## src/rtl/truth_table_bist.sv

```systemverilog
// On-chip truth-table checker: walks every input pattern into a combinational
// block, samples its 1-bit response after a settle delay, and tallies mismatches.
module truth_table_bist #(
    parameter int                   N_IN   = 3,
    parameter logic [2**N_IN-1:0]   EXPECT = 8'b0011_1100,
    parameter int                   SETTLE = 2
) (
    input  logic            clk,
    input  logic            n_reset,
    input  logic            start,
    input  logic            resp,
    output logic [N_IN-1:0] stim,
    output logic            busy,
    output logic            done,
    output logic            pass,
    output logic [N_IN:0]   fail_count,
    output logic [N_IN-1:0] first_fail,
    output logic            first_fail_valid
);

    localparam logic [N_IN-1:0] LAST_VEC    = N_IN'(2**N_IN - 1);
    localparam logic [3:0]      SETTLE_LAST = 4'(SETTLE - 1);

    typedef enum logic [1:0] {IDLE, DRIVE, CHECK, DONE} state_t;

    state_t          state_q, state_d;
    logic [N_IN-1:0] stim_q, stim_d;
    logic [3:0]      cnt_q, cnt_d;
    logic [N_IN:0]   fail_count_q, fail_count_d;
    logic [N_IN-1:0] first_fail_q, first_fail_d;
    logic            ffv_q, ffv_d;
    logic            pass_q, pass_d;
    logic            done_q, done_d;
    logic            mismatch;

    assign mismatch = (resp != EXPECT[stim_q]);

    always_comb begin
        state_d      = state_q;
        stim_d       = stim_q;
        cnt_d        = cnt_q;
        fail_count_d = fail_count_q;
        first_fail_d = first_fail_q;
        ffv_d        = ffv_q;
        pass_d       = pass_q;
        done_d       = done_q;
        case (state_q)
            IDLE, DONE: begin
                if (start) begin
                    state_d      = DRIVE;
                    stim_d       = '0;
                    cnt_d        = '0;
                    fail_count_d = '0;
                    first_fail_d = '0;
                    ffv_d        = 1'b0;
                    pass_d       = 1'b0;
                    done_d       = 1'b0;
                end
            end
            DRIVE: begin
                cnt_d = cnt_q + 4'd1;
                if (cnt_q == SETTLE_LAST) begin
                    state_d = CHECK;
                end
            end
            CHECK: begin
                if (mismatch) begin
                    fail_count_d = fail_count_q + 1'b1;
                    if (!ffv_q) begin
                        first_fail_d = stim_q;
                        ffv_d        = 1'b1;
                    end
                end
                if (stim_q == LAST_VEC) begin
                    // pass must reflect the tally including the final vector
                    state_d = DONE;
                    done_d  = 1'b1;
                    pass_d  = (fail_count_d == '0);
                end else begin
                    stim_d  = stim_q + 1'b1;
                    cnt_d   = '0;
                    state_d = DRIVE;
                end
            end
            default: state_d = IDLE;
        endcase
    end

    always_ff @(posedge clk or negedge n_reset) begin
        if (!n_reset) begin
            state_q      <= IDLE;
            stim_q       <= '0;
            cnt_q        <= '0;
            fail_count_q <= '0;
            first_fail_q <= '0;
            ffv_q        <= 1'b0;
            pass_q       <= 1'b0;
            done_q       <= 1'b0;
        end else begin
            state_q      <= state_d;
            stim_q       <= stim_d;
            cnt_q        <= cnt_d;
            fail_count_q <= fail_count_d;
            first_fail_q <= first_fail_d;
            ffv_q        <= ffv_d;
            pass_q       <= pass_d;
            done_q       <= done_d;
        end
    end

    assign stim             = stim_q;
    assign busy             = (state_q == DRIVE) || (state_q == CHECK);
    assign done             = done_q;
    assign pass             = pass_q;
    assign fail_count       = fail_count_q;
    assign first_fail       = first_fail_q;
    assign first_fail_valid = ffv_q;

endmodule
```

## config.mk

```make
export PLATFORM = sky130hd
export DESIGN_NAME = truth_table_bist
export DESIGN_NICKNAME = d
export VERILOG_FILES = /design/src/rtl/truth_table_bist.sv
export SDC_FILE = /design/constraint.sdc
export NUM_CORES = 1
export LEC_CHECK = 0
export BUFFER_PORTS_ARGS = -buffer_cell sky130_fd_sc_hd__buf_2
export CORE_AREA = 2 2 70 72
export CTS_CLUSTER_SIZE = 24
export DETAILED_ROUTE_END_ITERATION = 7
export DIE_AREA = 0 0 72 74
export PLACE_DENSITY = 0.45
export SYNTH_ARGS = -nofsm -noshare
export SYNTH_HDL_FRONTEND = slang
export SYNTH_SLANG_ARGS = --single-unit
```

## constraint.sdc

```tcl
create_clock -name clk -period 5.6 [get_ports clk]
set_clock_uncertainty 0.2 [all_clocks]
set_input_delay 0.28 -clock clk [delete_from_list [all_inputs] [get_ports clk]]
set_output_delay 0.28 -clock clk [all_outputs]
set_load 0.02 [all_outputs]
```

Yosys cells after proc, flatten, opt, wreduce, memory -nomap -nowiden --
Memories as Yosys holds them, arrays and structs flattened. Cells that the tools add are included.
Storage, ports and cells: flip-flop bits (word level) 19, memories kept 1, memory bits (read-only) 8, logic and storage cells 61, output and inout port bits 14
Cells by class: mux-type cells 24, reductions and logical operators 12, order comparisons 1, add/sub/neg operators 3, equal/unequal tests 12
Memories:
- (no name shown) | words 8, bits a word 1, read ports 1, clocked after Yosys merged registers in 0, wr ports 0, RTL line 36 | assign mismatch = (resp != EXPECT[stim_q]);
Operator list (count):
- 4-bit two-way mux | 4
- 3-bit two-way mux | 4
- 2-bit != test (second input constant) | 6
- 3-bit one-hot mux with 2 select lines | 2
- 4-bit one-hot mux with 3 select lines | 1
- 3-bit AND reduction | 3
- 4-bit by 1-bit adder with 4-bit output (second input constant) | 2
- 4-bit one-hot mux with 2 select lines | 1
- 2-bit two-way mux | 3
- 1-bit one-hot mux with 2 select lines | 3
- 2-bit one-hot mux with 3 select lines | 1
- 2-bit AND reduction | 3
- 1-bit two-way mux | 5
- 2-bit equality test (second input constant) | 2
- 4-bit by 1-bit equality test with 1-bit output (second input constant) | 1
- 4-bit zero test | 1
- 3-bit by 4-bit < comparator with 1-bit output (second input constant) | 1
- 4-bit AND reduction | 1
- 3-bit by 1-bit adder with 3-bit output (second input constant) | 1
- 3-bit equality test (second input constant) | 1
- 2-bit by 1-bit equality test with 1-bit output (second input constant) | 1
- 2-bit zero test | 1
- 2-bit nonzero test | 1
- 2-bit OR reduction | 1
- other kinds (2) | 2

Logic depth before layout (Yosys ltp) --
Gate-level depths: netlist of the first run.
depth in word-level cells 8, mapped depth 7

Worst setup path before layout of the first run --
OpenSTA, ideal clock, no wires.
path type flip-flop to flip-flop, from register stim_q[2], in the netlist stim[2], to register pass_q, in the netlist pass, cell stages (with the launch flop) 6, setup time 103 ps, path buffers 1, clock period less this slack 1933 ps, path slack 3667 ps, data required time 5297 ps, arrival 1629 ps, cell sequence dfrtp_1 -> xor3_1 -> buf_6 -> a211oi_2 -> a31oi_1 -> o41ai_2
On the way: longest elaborated chain between the ends 8
Ends and longest elaborated chain:
- from (decl) | RTL line 27 | logic [N_IN-1:0] stim_q, stim_d;
- from (signal assigned) | RTL line 101 | stim_q <= stim_d;
- memory 8 x 1 bit
- 1-bit two-way mux (not written as such) | RTL line 36
- 1-bit != test | RTL line 36
- 4-bit two-way mux | RTL line 67 | if (mismatch) begin
- 4-bit two-way mux | RTL line 47 | case (state_q)
- 4-bit zero test | RTL line 78 | pass_d = (fail_count_d == '0);
- 1-bit two-way mux | RTL line 74 | if (stim_q == LAST_VEC) begin
- 1-bit one-hot mux with 2 select lines | RTL line 47
- to (signal assigned) | RTL line 106 | pass_q <= pass_d;
- to (decl) | RTL line 32 | logic pass_q, pass_d;
Parallel ways exist; a longest one is shown, timed or not. The select of a mux whose other input is x is not followed. A chain may end at the register's enable or synchronous reset.

Worst setup path in the final report of the first run --
from register state_q[0], to register pass_q, in the netlist pass
On the way: longest elaborated chain between the ends 4
Ends and longest elaborated chain:
- from (decl) | RTL line 26 | state_t state_q, state_d;
- from (signal assigned) | RTL line 100 | state_q <= state_d;
- 2-bit equality test / 2-bit zero test (equally long branches) | RTL line 47
- 2-bit OR reduction | RTL line 47
- 2-bit != test (no line) / 2-bit nonzero test (equally long branches)
- 3-bit AND reduction (no line)
Parallel ways exist; a longest one is shown, timed or not.

==> results of run 1 <==
report_power, final:
part / internal [µW] / leakage [µW] / switching (µW)
sequential: 159 / 0.000259 / 27.9
clock: 49.5 / 0.0000255 / 48.9
combinational: 87.7 / 0.000389 / 146
total: 297 / 0.000674 / 223
Yosys cell counts, types with 4 or more instances:
cell	n
sky130_fd_sc_hd__a21oi_1	7
sky130_fd_sc_hd__a22o_1	11
sky130_fd_sc_hd__dfrtp_1	19
sky130_fd_sc_hd__ha_1	8
sky130_fd_sc_hd__inv_1	6
sky130_fd_sc_hd__nand2_1	7
sky130_fd_sc_hd__nand2b_1	4
sky130_fd_sc_hd__nand3_1	6
sky130_fd_sc_hd__nor2_1	10
sky130_fd_sc_hd__nor3_1	5
sky130_fd_sc_hd__o21ai_0	9
cell families (layout without fill, tap and decap cells):
| family | after synthesis | after routing |
|---|---|---|
| simple gates | 43 | 43 |
| compound gates | 37 | 37 |
| flops | 19 | 19 |
| buf+inv | 12 | 28 |
| fa+ha+maj | 8 | 8 |
| mux | 5 | 5 |
| xor+xnor | 4 | 4 |
path summary, 6_finish.rpt:
kind / end / startpoint / slack (ns) / cells past startpoint
max: pass / state_q[0] / 3.35 / 6
min: first_fail_valid / start / 0.20 / 4
max reg2reg: pass / state_q[0] / 3.35 / 6
min reg2reg: first_fail[0] / first_fail[0] / 0.32 / 2
max in group asynchronous: cnt_q[3] / n_reset / 4.59 / 2
min in group asynchronous: fail_count[0] / n_reset / 0.30 / 2
final cells by class:
class / count / area, µm²
multi-input combinational: 97 / 673.1
clock inverter: 1 / 5.005
sequential: 19 / 475.5
fill: 498 / 3218
tap: 54 / 67.56
inverter: 6 / 22.52
timing repair buffer: 18 / 95.09
clock buffer: 3 / 41.29
state kept, by name (all words and copies together) (netlist names):
signal and count:
first_fail 3, done 1, stim 3, first_fail_valid 1
cnt_q 4, state_q 2, pass 1, fail_count 4
per-stage QoR:
step / instance area [µm²] / hold slack (ns)
3_3_place_gp: 1324 / 0.05516
2_1_floorplan: 1209 / -0.2156
4_1_cts: 1380 / 0.1958
6_report: 1380 / 0.1984
5_1_grt: 1380 / 0.2184
3_5_place_dp: 1324 / 0.06028
worst max-delay path, delay by kind of cell (launching register included):
family                     cells  cell delay [ns]
AOI/OAI and AO/OA              3             0.71
DFF                            1             0.39
and+or+nand+nor                1             0.39
adders and majority gates      1             0.38
buffers and inverters          1             0.06
routing by layer:
layer	vias up	wire length (µm)	global-route usage [%]	share of wire (%)
li1	497	-	-	-
met1	497	1302	14.49	49
met2	25	1214	17.80	46
met3	2	131	3.388	4.9
met4	0	19	2.516	0.71
met5	-	0	0	0
timing repair:
action                                  in CTS  in global routing
hold endpoints to repair                    19                  0
endpoints found under the setup margin       0                  0
hold buffers                                 1                  0
==> flow_summary.yaml, run 1 <==
setup_path:
  timing.critical_path.required_ns: 5.54
  endpoint_kind: "flip-flop"
  worstSetupPathType: "reg2reg"
  startpoint_class_of_the_critical_path: "flip-flop"
  critical_path.slowest_cell: "sky130_fd_sc_hd__dfrtp_1"
  path_cells: "inv_1, ha_1, nand2b_1, o21ai_1, o21ai_0, o41ai_2"
  timing.critical_path.slowest_cell_delay_ns: 0.39
  worstPathMaxFanout: 13
  cp.arrival_ns: 2.19
clock_network:
  clk-insertion-delay-late_ns: 0.26
  cts-htree-levels: 1
  cts_sinks: 19
  ctsLongestPathBuffers: 2
  tritoncts.num_buffers: 3
  cts_tree: "done"
  post_cts_gate_resize_count: 0
  root_buffer: "sky130_fd_sc_hd__clkbuf_8"
  cts_post_setup_buffers_inserted: 0
  cts.clk_slew.worst_paths_ns: 0.08
logic_synthesis:
  yosys.area_share.simple_pct: 18.01
  synth_adder_area_share_pct: 8.282
  synth-edff-count: 0
  synth_top_area_share_pct: 39.34
  yosys_warnings: 0
  synthesis.instances: 128
  synth.yosys.seq_area_share_pct: 39.34
  async_set_reset_flop_share_out_of_synthesis_pct: 100.0
  syn_area_um2: 1209
  syn_nets: 140
  main_combinational_cell_family_by_area_after_synthesis: "compound AO/OA/AOI/OAI gates"
  muxShareOfSynthArea_pct: 4.348
  synth_cell_types: 32
  yosys_reg_bits: 19
  yosys.area_share.xor_xnor_pct: 4.141
  synth_top_cell_by_area: "sky130_fd_sc_hd__dfrtp_1"
  largest_cells_by_area_after_synthesis: "sky130_fd_sc_hd__dfrtp_1 (39%), sky130_fd_sc_hd__ha_1 (8.3%), sky130_fd_sc_hd__a22o_1 (8.0%)"
  ys.flop_type: "sky130_fd_sc_hd__dfrtp_1"
  synth-compound-area-share_pct: 20.91
  syn_area_per_cell_um2: 9.443
grt:
  maximum_number_of_pins_on_one_net_before_global_route_repair: 23
  grt_pass1_wl_mm: 4.602
  number_of_antenna_violations_at_the_first_check_in_global_routing: 0
  vias_in_the_first_global_route: 978
  gr-usage-all-layers_pct: 10.98
  overflow: 0
floorplan:
  die_w_um: 72
  top_ports: 18
  fp.coreArea_um2: 4598
  die_area_um2: 5328
  die_height_um: 74
  initial_core_util_pct: 26.29
  placement_rows: 25
sta:
  slew-limit-headroom_pct: 51.06
  finalWorstSetupSlack_ns: 3.348
  final.period_utilization_pct: 40.21
  finalSetupViolations: 0
  fin_crit_ns: 2.252
  fmaxAchievable_ghz: 0.4441
  finalMaxSlewViolations: 0
  setup_repair_after_global_routing_missed_its_margin: "false"
  timing_hold_violations_final: 0
  final.setup.tns_ns: 0
  max_slew.worst_pin.slew_ns: 0.7341
place:
  gp_routability_congestion: 0.7613
  place_hpwl_mm: 1.898
  dp.cells: 193
  dp_worst_setup_slack_ns: 3.382
  io_buffers: 17
layout:
  fin_cells: 198
  syn2layout_area_growth_pct: 14.18
  end_of_flow_core_utilization_pct: 30.01
  layout.cells.most_common_list: "sky130_fd_sc_hd__dfrtp_1 (19), sky130_fd_sc_hd__buf_2 (17), sky130_fd_sc_hd__a22o_1 (11), sky130_fd_sc_hd__nor2_1 (10), sky130_fd_sc_hd__o21ai_0 (9)"
  final_nets: 157
  num_antenna_cells: 0
  layout-drive-gt1-share_pct: 18.06
  most_frequent_standard_cell_in_the_layout_excluding_fill_and_tap_cells: "sky130_fd_sc_hd__dfrtp_1"
route:
  detailedRoute.firstPassIterationCount: 4
  detail_route.wirelength_mm: 2.667
  detail_route.wl_per_cell_um: 13.47
  drtAntennaViolNets: 0
  vias: 1021
  drt-initial-drc-count: 39
  post-route-drc-count: 0
  avgViaCountPerCell: 5.157
hold_path:
  min_path_type: "in2reg"
pwr:
  cellPowerDensity_nw_per_um2: 376.6
  power.total_uw: 519.7
  peakVddDrop_mv: 0.1914
  power_leakage_uw: 0.0006736
job:
  max-cap-violations: 0
outcome:
  status: "completed"
Power figures use the tool's default switching activity.
==> run 2: changes to the inputs <==
- clock period: 5.6 -> 2.2 ns (I/O delays scaled with it)
==> run 2 against run 1 <==
Against the previous run: non-clock buffer count increased by 5; largest power group unchanged; global-route usage about the same; final area increased by 2.6%; combinational power increased to 2.7 times the previous value.
==> flow_summary.yaml, run 2 (synthesis gave the netlist of run 1 again) <==
route:
  drtAntennaViolNets: 0
  post-route-drc-count: 0
  detail_route.wirelength_mm: 2.663
  avgViaCountPerCell: 4.926
  detailedRoute.firstPassIterationCount: 4
  detail_route.wl_per_cell_um: 13.12
  vias: 1000
  drt-initial-drc-count: 38
grt:
  gr-usage-all-layers_pct: 11.00
  number_of_antenna_violations_at_the_first_check_in_global_routing: 0
  grt_pass1_wl_mm: 4.602
  overflow: 0
  maximum_number_of_pins_on_one_net_before_global_route_repair: 20
  vias_in_the_first_global_route: 968
job:
  max-cap-violations: 0
layout:
  num_antenna_cells: 0
  syn2layout_area_growth_pct: 17.18
  layout-drive-gt1-share_pct: 20.13
  layout.cells.most_common_list: "sky130_fd_sc_hd__dfrtp_1 (19), sky130_fd_sc_hd__buf_2 (17), sky130_fd_sc_hd__a22o_1 (11), sky130_fd_sc_hd__nor2_1 (10), sky130_fd_sc_hd__o21ai_0 (9)"
  end_of_flow_core_utilization_pct: 30.80
  most_frequent_standard_cell_in_the_layout_excluding_fill_and_tap_cells: "sky130_fd_sc_hd__dfrtp_1"
  final_nets: 162
sta:
  max_slew.worst_pin.slew_ns: 0.4665
  slew-limit-headroom_pct: 68.90
  final.setup.tns_ns: 0
  setup_repair_after_global_routing_missed_its_margin: "false"
  final.period_utilization_pct: 92.02
  finalMaxSlewViolations: 0
  timing_hold_violations_final: 0
  fmaxAchievable_ghz: 0.4939
  finalSetupViolations: 0
  fin_crit_ns: 2.025
clock_network:
  cts.hold.buffers_added: 1
  root_buffer: "sky130_fd_sc_hd__clkbuf_8"
  clk-insertion-delay-late_ns: 0.26
  cts_sinks: 19
  tritoncts.num_buffers: 3
  ctsLongestPathBuffers: 2
  cts-htree-levels: 1
  cts_post_setup_buffers_inserted: 0
  cts.clk_slew.worst_paths_ns: 0.07
  post_cts_gate_resize_count: 0
  cts_tree: "done"
hold_path:
  hold_path_end: "fail_count[1]"
  hp-start: "start"
  hold_path_depth: 4
  min_path_type: "in2reg"
setup_path:
  path_cells: "inv_1, ha_1, and2b_1, nor2_1, mux2_2, a22o_1"
  startpoint_class_of_the_critical_path: "flip-flop"
  r2r_worst_path_depth: 6
  worstPathMaxFanout: 7
  timing.reg2reg.setup_slack_ns: 0.18
  worstSetupPathType: "reg2reg"
  endpoint_kind: "flip-flop"
  cp.arrival_ns: 1.97
  critical_path.slowest_cell: "sky130_fd_sc_hd__dfrtp_1"
  timing.critical_path.required_ns: 2.14
  rr_startpoint: "state_q[0]"
  critical_path.reg2reg.endpoint: "stim[0]"
  timing.critical_path.slowest_cell_delay_ns: 0.40
floorplan:
  top_ports: 18
  initial_core_util_pct: 26.29
  fp.coreArea_um2: 4598
  die_w_um: 72
  placement_rows: 25
  die_area_um2: 5328
  die_height_um: 74
place:
  gp_routability_congestion: 0.7835
  io_buffers: 17
  place_hpwl_mm: 1.981
pwr:
  peakVddDrop_mv: 0.2419
  power_leakage_uw: 0.0006962
  cellPowerDensity_nw_per_um2: 958.8
outcome:
  status: "completed"
[run 2: changes by cell type in the layout (fill, tap and decap cells not counted), sizes merged]
cell | previous run | this run
clkinv | 1 | 0
buf | 17 | 22
clkbuf | 3 | 4
[run 2: area by class of cell]
type                    count  area (µm²)
fillers                   504        3182
multi-input cells          97       673.1
flip-flops and latches     19       475.5
repair buffers             23       132.6
well taps                  54       67.56
clock buffers               4       45.04
inverters                   6       22.52
[run 2: report_power, final]
group	internal, µW	leakage, µW	switching [µW]
combinational	257	0.000415	378
sequential	406	0.000259	69.4
clock	129	0.0000228	119
[run 2: routing by layer]
| layer | up-vias | global-route usage [%] | routed length [µm] |
|---|---|---|---|
| met2 | 15 | 17.80 | 1224 |
| met1 | 481 | 14.56 | 1294 |
| met3 | 2 | 2.575 | 132 |
| met4 | 0 | 3.774 | 11 |
| met5 | - | 0 | 0 |
| li1 | 502 | - | - |
[run 2: worst max path at each step]
stage	endpoint	start	slack (ns)
floorplan	pass	stim[2]	0.27
global placement	first_fail[2]	stim[1]	0.27
detailed placement	stim[0]	state_q[0]	0.21
CTS	stim[0]	state_q[0]	0.18
global route	stim[0]	state_q[0]	0.07
finish	stim[0]	state_q[0]	0.18
[run 2: per-stage QoR]
| step | setup WS, ns | power, µW | area [µm²] | instances | hold WS [ns] |
|---|---|---|---|---|---|
| 2_1_floorplan | 0.2671 | 933.7 | 1209 | 128 | -0.3856 |
| 3_3_place_gp | 0.2680 | 1103 | 1361 | 198 | -0.1100 |
| 3_5_place_dp | 0.2083 | 1120 | 1361 | 198 | -0.1070 |
| 4_1_cts | 0.1799 | 1377 | 1416 | 203 | 0.06062 |
| 5_1_grt | 0.07340 | 1477 | 1416 | 203 | 0.09844 |
| 6_report | 0.1755 | 1358 | 1416 | 203 | 0.06703 |
[run 2: worst max-delay path: cells and delay by family (launching register included)]
family / cells / cell delay [ns]
AND/OR/NAND/NOR: 2 / 0.41
buffers and inverters: 1 / 0.06
adder cells (fa/ha/maj): 1 / 0.39
AO/OA/AOI/OAI: 1 / 0.18
multiplexers: 1 / 0.27
flip-flops: 1 / 0.40
